**src/rtl/clock_div_pkg.sv**
```systemverilog
// Shared types and helpers for the clock divider bank.
// Optional build macro used by this family: CLKDIV_ODD50_EN (50% duty for odd divisors).
package clock_div_pkg;

    localparam int DIV_W_MAX = 16;
    localparam int CH_MAX    = 16;

    // Divisor carried at the widest supported width so helpers work for any DIV_W.
    typedef logic [DIV_W_MAX-1:0] div_t;

    // Number of high cycles in one period: ceil(N/2).
    function automatic div_t half_hi(input div_t n);
        return (n >> 1) + {{(DIV_W_MAX-1){1'b0}}, n[0]};
    endfunction

endpackage

```
**src/rtl/clock_div_chan.sv**
```systemverilog
// One divider channel: active divisor, period counter, pending reload and waveform.
// Macro CLKDIV_ODD50_EN adds a falling-edge term that trims odd-N high time to N/2.
module clock_div_chan
    import clock_div_pkg::*;
#(
    parameter int DIV_W   = 8,
    parameter int DEF_DIV = 2
) (
    input  logic             clk_in,
    input  logic             rst,
    input  logic             i_cfg_acc,
    input  logic [DIV_W-1:0] i_cfg_div,
    input  logic             i_restart,
    output logic             o_pending,
    output logic             o_clk_div,
    output logic             o_div_stb
);

    logic [DIV_W-1:0] r_n;
    logic [DIV_W-1:0] r_cnt;
    logic [DIV_W-1:0] r_pend_div;
    logic             r_pend;
    logic             r_clk;
    logic             r_stb;

    logic             w_apply;
    logic [DIV_W-1:0] w_n_eff;
    logic [DIV_W-1:0] w_cnt_next;
    logic             w_hi_next;
    logic             w_stb_next;

    // A pending divisor may only take over when the next cycle starts a new period.
    assign w_apply = r_pend && (r_cnt == '0);

    // Divisor governing the cycle about to be presented (restart or boundary reload).
    always_comb begin
        w_n_eff = r_n;
        if (i_restart) begin
            if (i_cfg_acc) begin
                w_n_eff = i_cfg_div;
            end else if (r_pend) begin
                w_n_eff = r_pend_div;
            end
        end else if (w_apply) begin
            w_n_eff = r_pend_div;
        end
    end

    // Next waveform value and counter; restart edges and disabled channels output low.
    always_comb begin
        w_cnt_next = '0;
        w_hi_next  = 1'b0;
        w_stb_next = 1'b0;
        if (!i_restart && (w_n_eff >= DIV_W'(2))) begin
            w_hi_next  = div_t'(r_cnt) < half_hi(div_t'(w_n_eff));
            w_stb_next = (r_cnt == '0);
            w_cnt_next = (r_cnt == (w_n_eff - DIV_W'(1))) ? '0 : (r_cnt + DIV_W'(1));
        end
    end

    // Divisor, period counter and registered outputs.
    always_ff @(posedge clk_in or posedge rst) begin
        if (rst) begin
            r_n   <= DIV_W'(DEF_DIV);
            r_cnt <= '0;
            r_clk <= 1'b0;
            r_stb <= 1'b0;
        end else begin
            r_n   <= w_n_eff;
            r_cnt <= w_cnt_next;
            r_clk <= w_hi_next;
            r_stb <= w_stb_next;
        end
    end

    // Pending reload slot: cleared when consumed by a boundary or a restart.
    always_ff @(posedge clk_in or posedge rst) begin
        if (rst) begin
            r_pend     <= 1'b0;
            r_pend_div <= '0;
        end else if (i_restart || w_apply) begin
            r_pend     <= 1'b0;
        end else if (i_cfg_acc) begin
            r_pend     <= 1'b1;
            r_pend_div <= i_cfg_div;
        end
    end

`ifdef CLKDIV_ODD50_EN
    logic r_odd;
    logic r_neg;

    // Remember whether the current cycle belongs to an odd divisor of at least 3.
    always_ff @(posedge clk_in or posedge rst) begin
        if (rst) begin
            r_odd <= 1'b0;
        end else begin
            r_odd <= w_n_eff[0] && (w_n_eff >= DIV_W'(3));
        end
    end

    // Half-cycle look-ahead of the high term; drops mid-cycle before a falling edge.
    always_ff @(negedge clk_in or posedge rst) begin
        if (rst) begin
            r_neg <= 1'b1;
        end else begin
            r_neg <= w_hi_next;
        end
    end

    assign o_clk_div = r_clk & (~r_odd | r_neg);
`else
    assign o_clk_div = r_clk;
`endif

    assign o_div_stb = r_stb;
    assign o_pending = r_pend;

endmodule

```
**src/rtl/clock_div_bank.sv**
```systemverilog
// Bank of NUM_CH programmable clock dividers with config port, restart and edge counter.
// Macro CLKDIV_ODD50_EN selects 50% duty for odd divisors inside each channel.
module clock_div_bank
    import clock_div_pkg::*;
#(
    parameter  int NUM_CH  = 4,
    parameter  int DIV_W   = 8,
    parameter  int DEF_DIV = 2,
    parameter  int CNT_CH  = 0,
    localparam int CH_W    = (NUM_CH > 1) ? $clog2(NUM_CH) : 1
) (
    input  logic              clk_in,
    input  logic              rst,
    input  logic              cfg_valid,
    output logic              cfg_ready,
    input  logic [CH_W-1:0]   cfg_ch,
    input  logic [DIV_W-1:0]  cfg_div,
    input  logic              sync_restart,
    output logic [NUM_CH-1:0] clk_div,
    output logic [NUM_CH-1:0] div_stb,
    output logic [31:0]       edge_count
);

    logic [NUM_CH-1:0] w_pending;
    logic [NUM_CH-1:0] w_acc;
    logic [31:0]       r_edge_count;

    // Ready reflects the addressed channel's pending slot; unknown channels always accept.
    always_comb begin
        cfg_ready = 1'b1;
        for (int i = 0; i < NUM_CH; i++) begin
            if (cfg_ch == CH_W'(i)) begin
                cfg_ready = ~w_pending[i];
            end
        end
    end

    genvar g;
    generate
        for (g = 0; g < NUM_CH; g++) begin : g_chan
            assign w_acc[g] = cfg_valid && cfg_ready && (cfg_ch == CH_W'(g));

            clock_div_chan #(
                .DIV_W   (DIV_W),
                .DEF_DIV (DEF_DIV)
            ) u_chan (
                .clk_in    (clk_in),
                .rst       (rst),
                .i_cfg_acc (w_acc[g]),
                .i_cfg_div (cfg_div),
                .i_restart (sync_restart),
                .o_pending (w_pending[g]),
                .o_clk_div (clk_div[g]),
                .o_div_stb (div_stb[g])
            );
        end
    endgenerate

    // Count period starts of the monitored channel, wrapping naturally at 2^32.
    always_ff @(posedge clk_in or posedge rst) begin
        if (rst) begin
            r_edge_count <= '0;
        end else if (div_stb[CNT_CH]) begin
            r_edge_count <= r_edge_count + 32'd1;
        end
    end

    assign edge_count = r_edge_count;

endmodule

```
**config.mk**
```make
export PLATFORM = sky130hd
export DESIGN_NAME = clock_div_bank
export DESIGN_NICKNAME = d
export VERILOG_FILES = /design/src/rtl/clock_div_pkg.sv /design/src/rtl/clock_div_chan.sv /design/src/rtl/clock_div_bank.sv
export SDC_FILE = /design/constraint.sdc
export NUM_CORES = 1
export LEC_CHECK = 0
export ABC_CLOCK_PERIOD_IN_PS = 4400
export BUFFER_PORTS_ARGS = -buffer_cell sky130_fd_sc_hd__buf_2
export CAP_MARGIN = 20
export CORE_AREA = 2 2 151 227
export DETAILED_ROUTE_END_ITERATION = 12
export DIE_AREA = 0 0 153 229
export HOLD_SLACK_MARGIN = 0.1
export SLEW_MARGIN = 30
export SYNTH_ARGS = -nofsm -noshare
export SYNTH_HDL_FRONTEND = slang
export SYNTH_SLANG_ARGS = --single-unit
```
**constraint.sdc**
```tcl
create_clock -name clk_in -period 4.4 [get_ports clk_in]
set_clock_uncertainty 0.15 [all_clocks]
set_input_delay 0.44 -clock clk_in [delete_from_list [all_inputs] [get_ports clk_in]]
set_output_delay 0.44 -clock clk_in [all_outputs]
set_load 0.02 [all_outputs]
```
# ---- After elaboration in Yosys (flattened, before gate mapping)
# Index checks and enable logic that the tools add are counted.
dict set report totals {
  register_bits 140
  elab_cells 136
  out_inout_bits 41
}
dict set report op_classes {
  order_cmp 8
  n_reduce_logical 31
  add_sub_neg 13
  mux 44
  n_eq_ne 7
  n_bitwise 8
}
# op n
set op_table {}
lappend op_table {{$mux 8} 24}
lappend op_table {{$lt 8x16->1} 4}
lappend op_table {{$add 32x1->32 const B} 1}
lappend op_table {{$add 7x1->8} 4}
lappend op_table {{$add 8x1->8 const B} 4}
lappend op_table {{$eq 8x8->1} 4}
lappend op_table {{$ge 8x2->1 const B} 4}
lappend op_table {{$logic_not 8->1} 4}
lappend op_table {{$sub 8x1->8 const B} 4}
lappend op_table {{$mux 1} 20}
lappend op_table {{$logic_and 1x1->1} 13}
lappend op_table {{$not 1->1} 8}
lappend op_table {{$reduce_and 2->1} 4}
lappend op_table {{$reduce_bool 2->1} 4}
lappend op_table {{$eq 2x2->1 const B} 2}
lappend op_table {{$logic_or 1x1->1} 4}
lappend op_table {{$eq 2x1->1 const B} 1}
lappend op_table {{$logic_not 2->1} 1}
lappend op_table {{$logic_not 1->1} 1}

# ---- Logic depth before layout (Yosys ltp)
dict set report logic_depth {
  ltp_word 13
  mapped_depth 18
  depth_no_buf 17
}

# ---- Modules after synthesis
# From an unflattened synthesis, not the netlist that was laid out.
dict set report hier_totals {
  cells_unflattened 931
  area_unflattened_um2 9527.9
}
# module area_per_inst_um2 instances cells_each
set by_module_without_submodules {}
lappend by_module_without_submodules {{clock_div_chan (g_chan[0].u_chan ...)} 2004.4 2 201}
lappend by_module_without_submodules {{clock_div_chan (g_chan[2].u_chan ...)} 1986.9 2 200}
lappend by_module_without_submodules {clock_div_bank 1545.2 1 129}

# ---- Least setup slack after synthesis
# OpenSTA, ideal clock, no wires.
dict set report synth_path {
  path_type {input to register}
  start {input port cfg_valid}
  end {register g_chan[0].u_chan.r_clk}
  slack_ns 0.610
  path_buffers 2
  stages 15
  required_ns 4.182
  setup_time_ns 0.068
  t_arrival_ns 3.571
  cell_sequence {buf_4 or4b_1 buf_4 mux2_2 a221oi_2 inv_1 ha_1 o21a_1 o21a_1 o21a_1 o21a_1 o21a_1 o21a_1 o21ai_0 and3b_1}
}
dict set report synth_via {
  elab_chain_cells 7
  word_cells_on_any_way 9
  cone_classes {1 x add/sub; 2 x order compare; 3 x mux; 3 x reduce/logical}
}
# element line_no
set synth_rtl {}
lappend synth_rtl {{start, declared} clock_div_bank.sv:14} ;# input logic cfg_valid,
lappend synth_rtl {{$logic_and 1x1->1 (*) (2 in a row)} clock_div_bank.sv:41} ;# assign w_acc[g] = cfg_valid && cfg_ready && (cfg_ch == CH_W'(g));
lappend synth_rtl {{$mux 8 (*)} clock_div_chan.sv:39} ;# if (i_cfg_acc) begin
lappend synth_rtl {{$mux 8 (*)} clock_div_chan.sv:38} ;# if (i_restart) begin
lappend synth_rtl {{via g_chan[0].u_chan.w_n_eff[1]} clock_div_chan.sv:27} ;# logic [DIV_W-1:0] w_n_eff;
lappend synth_rtl {{$add 7x1->8 or $ge 8x2->1 (tied branches)} {clock_div_pkg.sv:13, clock_div_chan.sv:54}}
lappend synth_rtl {{$lt 8x16->1 or $logic_and 1x1->1 (tied branches)} {clock_div_chan.sv:55, clock_div_chan.sv:54}}
lappend synth_rtl {{$mux 1 (*)} clock_div_chan.sv:54} ;# if (!i_restart && (w_n_eff >= DIV_W'(2))) begin
lappend synth_rtl {{via g_chan[0].u_chan.w_hi_next} clock_div_chan.sv:29} ;# logic w_hi_next;
lappend synth_rtl {{end signal, assigned} clock_div_chan.sv:71} ;# r_clk <= w_hi_next;
lappend synth_rtl {{end, declared} clock_div_chan.sv:23} ;# logic r_clk;
# Mark *: on every way through the listed nets, which the timed path passes. The rest lies on a longest branch.
# A chain may end at the register's enable or synchronous reset.

# ---- Worst setup path after layout
dict set report layout_path {
  start {register g_chan[2].u_chan.r_cnt[0]}
  end {register g_chan[2].u_chan.r_clk}
}
dict set report layout_via {
  elab_chain_cells 7
  word_cells_on_any_way 9
  cone_classes {1 x add/sub; 2 x order compare; 3 x mux; 3 x reduce/logical}
}
# element line_no
set layout_rtl {}
lappend layout_rtl {{start, declared} clock_div_chan.sv:20} ;# logic [DIV_W-1:0] r_cnt;
lappend layout_rtl {{start signal, assigned} clock_div_chan.sv:70} ;# r_cnt <= w_cnt_next;
lappend layout_rtl {{$logic_not 8->1} clock_div_chan.sv:33} ;# assign w_apply = r_pend && (r_cnt == '0);
lappend layout_rtl {{$logic_and 1x1->1} clock_div_chan.sv:33}
lappend layout_rtl {{$mux 8} clock_div_chan.sv:44} ;# end else if (w_apply) begin
lappend layout_rtl {{$mux 8} clock_div_chan.sv:38}
lappend layout_rtl {{$add 7x1->8 or $ge 8x2->1 (tied branches)} {clock_div_pkg.sv:13, clock_div_chan.sv:54}}
lappend layout_rtl {{$lt 8x16->1 or $logic_and 1x1->1 (tied branches)} {clock_div_chan.sv:55, clock_div_chan.sv:54}}
lappend layout_rtl {{$mux 1 (*)} clock_div_chan.sv:54}
lappend layout_rtl {{via g_chan[2].u_chan.w_hi_next} clock_div_chan.sv:29}
lappend layout_rtl {{end signal, assigned} clock_div_chan.sv:71}
lappend layout_rtl {{end, declared} clock_div_chan.sv:23}
# Marks and branches as above.

==> impl_results.md <==
- Status: complete, no violations
- # Post-CTS Setup Buffers: 0
- Skew-Pair Late Insertion Delay: 0.44 ns
- Worst path arrival time: 4.30 ns
- Place WS: 0.2229 ns
- Post-Synth Adder-Cell Area: 5.216%
- Io pins: 55
- EDFF count, synth: 0
- CTS Buffer Depth: 2
- Synth Register Bits: 140
- Setup crit start kind: flop
- Placed cell areas: 10650 um^2
- Iter 0 DRT Violations: 263
- Worst Setup Slack, final: 0.3222 ns
- Min Tclk post-route: 4.078 ns
- Main synth FF type: dfrtp_1
- Die height: 229 um
- Aggregate global-route resource usage: 14.88%
- # diodes: 0
- Worst rel slew slack: 40.34%
- Async SR Flop Fraction: 100.0%
- WL final: 25.06 mm
- Reg2Reg Depth: 15
- MaxCap Viol Count: 0
- RSZ-0062 raised after global routing: no
- Routed len/inst: 16.67 um
- Worst VDD drop: 0.0002285 V
- Die X-Extent: 153 um
- Crit path max-delay cell type: or4b_1
- Root Driver: clkbuf_16
- Post-route antenna net violation count: 0
- Critical path fanouts, max: 7
- Syn Std Cell Area: 9834 um^2
- Lkg Pwr: 0.004862 uW
- Nets@finish: 1126
- WS Path Type: reg -> reg
- Simple-Gate Fraction of Synth Area: 19.30%
- Clk slew on worst S/H paths: 0.06 ns
- Compound-Gate Fraction of Synth Area: 13.97%
- Initial antenna violation count: 0
- Crit end category: flop
- Core Region: 33140 um^2
- Yosys warnings: 0
- Share of layout cells above drive strength 1: 21.42%
- Critical Path Source: g_chan[2].u_chan.r_cnt[0]$_DFF_PP0_
- Layout overhead on the synthesized area: 14.63%
- RD Place Congestion: 0.8642
- FP Rows: 82
- Multiplexer share of the synthesized area: 11.45%
- R2r startpoint: g_chan[2].u_chan.r_cnt[0]$_DFF_PP0_
- Total grt overflow: 0
- Critical path required time: 4.63 ns
- Register area share after synthesis: 35.67%
- Crit-path cells: inv_1, ha_1, or4b_1, nor2_4, a221oi_2, buf_4, nor4_1, and2_1, xnor2_1, ha_1, o21a_1, o21a_1, o21a_1, o21ai_0, and3b_1
- Final instance area: 11270 um^2
- Post-DP HPWL: 18.04 mm
- Post-Syn Nets: 1077
- IO buf count: 54
- Vias: 7963
- Number of distinct library cells after synthesis: 81
- Least-Margin Pin Slew: 0.8907 ns
- Min-delay src: cfg_valid
- TritonCTS clock tree: done
- Die area: 35040 um^2
- Hold Crit Class: in -> reg
- Initial core utilization: 29.68%
- Crit Reg-Reg Endpoint: g_chan[2].u_chan.o_clk_div$_DFF_PP0_
- Worst setup endpoint: g_chan[2].u_chan.o_clk_div$_DFF_PP0_
- Cells after Synth: 1022
- Count leader, synth: dfrtp_1
- Final Hold Slack: 0.2319 ns
- Max Fclk: 245.2 MHz
- Synth top area cells: dfrtp_1, xnor2_1, mux2_2
- Final Util: 34.02%
- Post-synth top cells: dfrtp_1, nand2_1, xnor2_1
- Power per Cell Area: 448.4 nW/um^2
- DRT Pass-1 Iters: 4
- Most common cell on crit path: o21a_1
- First-pass GRT wire length: 42.48 mm
- Pin count of the biggest net entering global routing: 108
- Final Hold Violating Endpoints: 0
- Cell taking the most area after synthesis: dfrtp_1
- Setup TNS: 0 ns
- Worst reg-to-reg setup slack: 0.32 ns
- DR vias/cell: 5.298
- Part of the cycle the worst path needs: 92.68%
- CTS Buf Count: 17
- Synth Area per Inst: 9.623 um^2
- Xor and xnor area share after synthesis: 9.618%
- Post-synth top area share: 34.61%
- Clk sinks: 140
- Fin. max-slew vios: 0
- H-tree depth: 4
- Main combinational cell family by area after synthesis: simple AND/OR/NAND/NOR gates
- # DRC: 0
- Vias in the first global route: 8297
- Crit path largest cell delay: 0.62 ns
- Finish-stage setup viols: 0
-- report_power, final --
group	internal, uW	total (uW)	switching (uW)
registers	1510	1740	226
logic	837	1880	1040
clock network	846	1440	594
-- what timing repair did --
action	4_1_cts	5_1_grt
resized for setup	0	7
hold buffers	1	0
endpoints found under the setup margin	0	3
endpoints found under the hold margin	103	0
-- cells in the final DEF, fill, tap and decap left out, types with 39 or more instances in the layout --
cell type	netlist	routed
buf_4	12	46
nand2_1	88	88
dfrtp_1	136	136
nor2_1	41	41
buf_2	18	54
mux2i_1	39	39
a21oi_1	41	41
xnor2_1	80	80
mux2_2	62	62
nand3_1	43	43
ha_1	41	41
-- metal layers --
metal,part of all wire (%),global-route usage (%),vias up
li1,-,-,3800
met1,42,17.12,3982
met2,53,27.20,143
met3,2.8,2.554,38
met4,2.4,5.932,0
met5,0,0,-
-- critical path: cells and delay by family (launching register included) --
kind / cells / cell delay [ns]
xor gates and xnor gates: 1 / 0.14
AOI/OAI and AO/OA: 5 / 0.73
and+or+nand+nor: 5 / 1.79
adders and majority gates: 2 / 0.41
DFF: 1 / 0.46
buffers and inverters: 2 / 0.33
-- final cells by class --
cell class	instances	area, um^2
Clock buffer	21	450.4
Clock inverter	10	117.6
Fill cell	3370	21870
Inverter	36	142.6
Multi-Input combinational cell	775	5903
Sequential cell	140	3508
Tap cell	420	525.5
Timing Repair Buffer	101	625.6
-- flip-flops by register name, summed over array words and instances (netlist names) --
name and flops:
edge_count 32, g_chan.u_chan.o_clk_div 4, g_chan.u_chan.o_div_stb 4, g_chan.u_chan.o_pending 4, g_chan.u_chan.r_cnt 32, g_chan.u_chan.r_n 32
g_chan.u_chan.r_pend_div 32
-- worst min path at each step --
stage                                                             to  depth (start not counted)
after floorplan           g_chan[0].u_chan.r_pend_div[1]$_DFFE_PP0P_                          1
after global placement                    edge_count[31]$_DFFE_PP0P_                          1
after detailed placement                  edge_count[31]$_DFFE_PP0P_                          1
after CTS                     g_chan[3].u_chan.o_pending$_DFFE_PP0P_                          3
after global routing          g_chan[3].u_chan.o_pending$_DFFE_PP0P_                          3
final                         g_chan[3].u_chan.o_pending$_DFFE_PP0P_                          3
-- kinds of logic after synthesis --
family / Yosys count
and+or+nand+nor: 334
buffers and inverters: 107
xor gates and xnor gates: 108
AOI/OAI and AO/OA: 189
adders and majority gates: 41
muxes: 103
DFF: 140
-- metrics by stage --
| stage | instances | power, uW |
|---|---|---|
| after floorplan | 1022 | 3151 |
| after global placement | 1471 | 3589 |
| after detailed placement | 1471 | 3623 |
| after CTS | 1503 | 5098 |
| after global routing | 1503 | 5403 |
| final | 1503 | 5055 |
No activity file was read; power rests on OpenSTA's default activity.
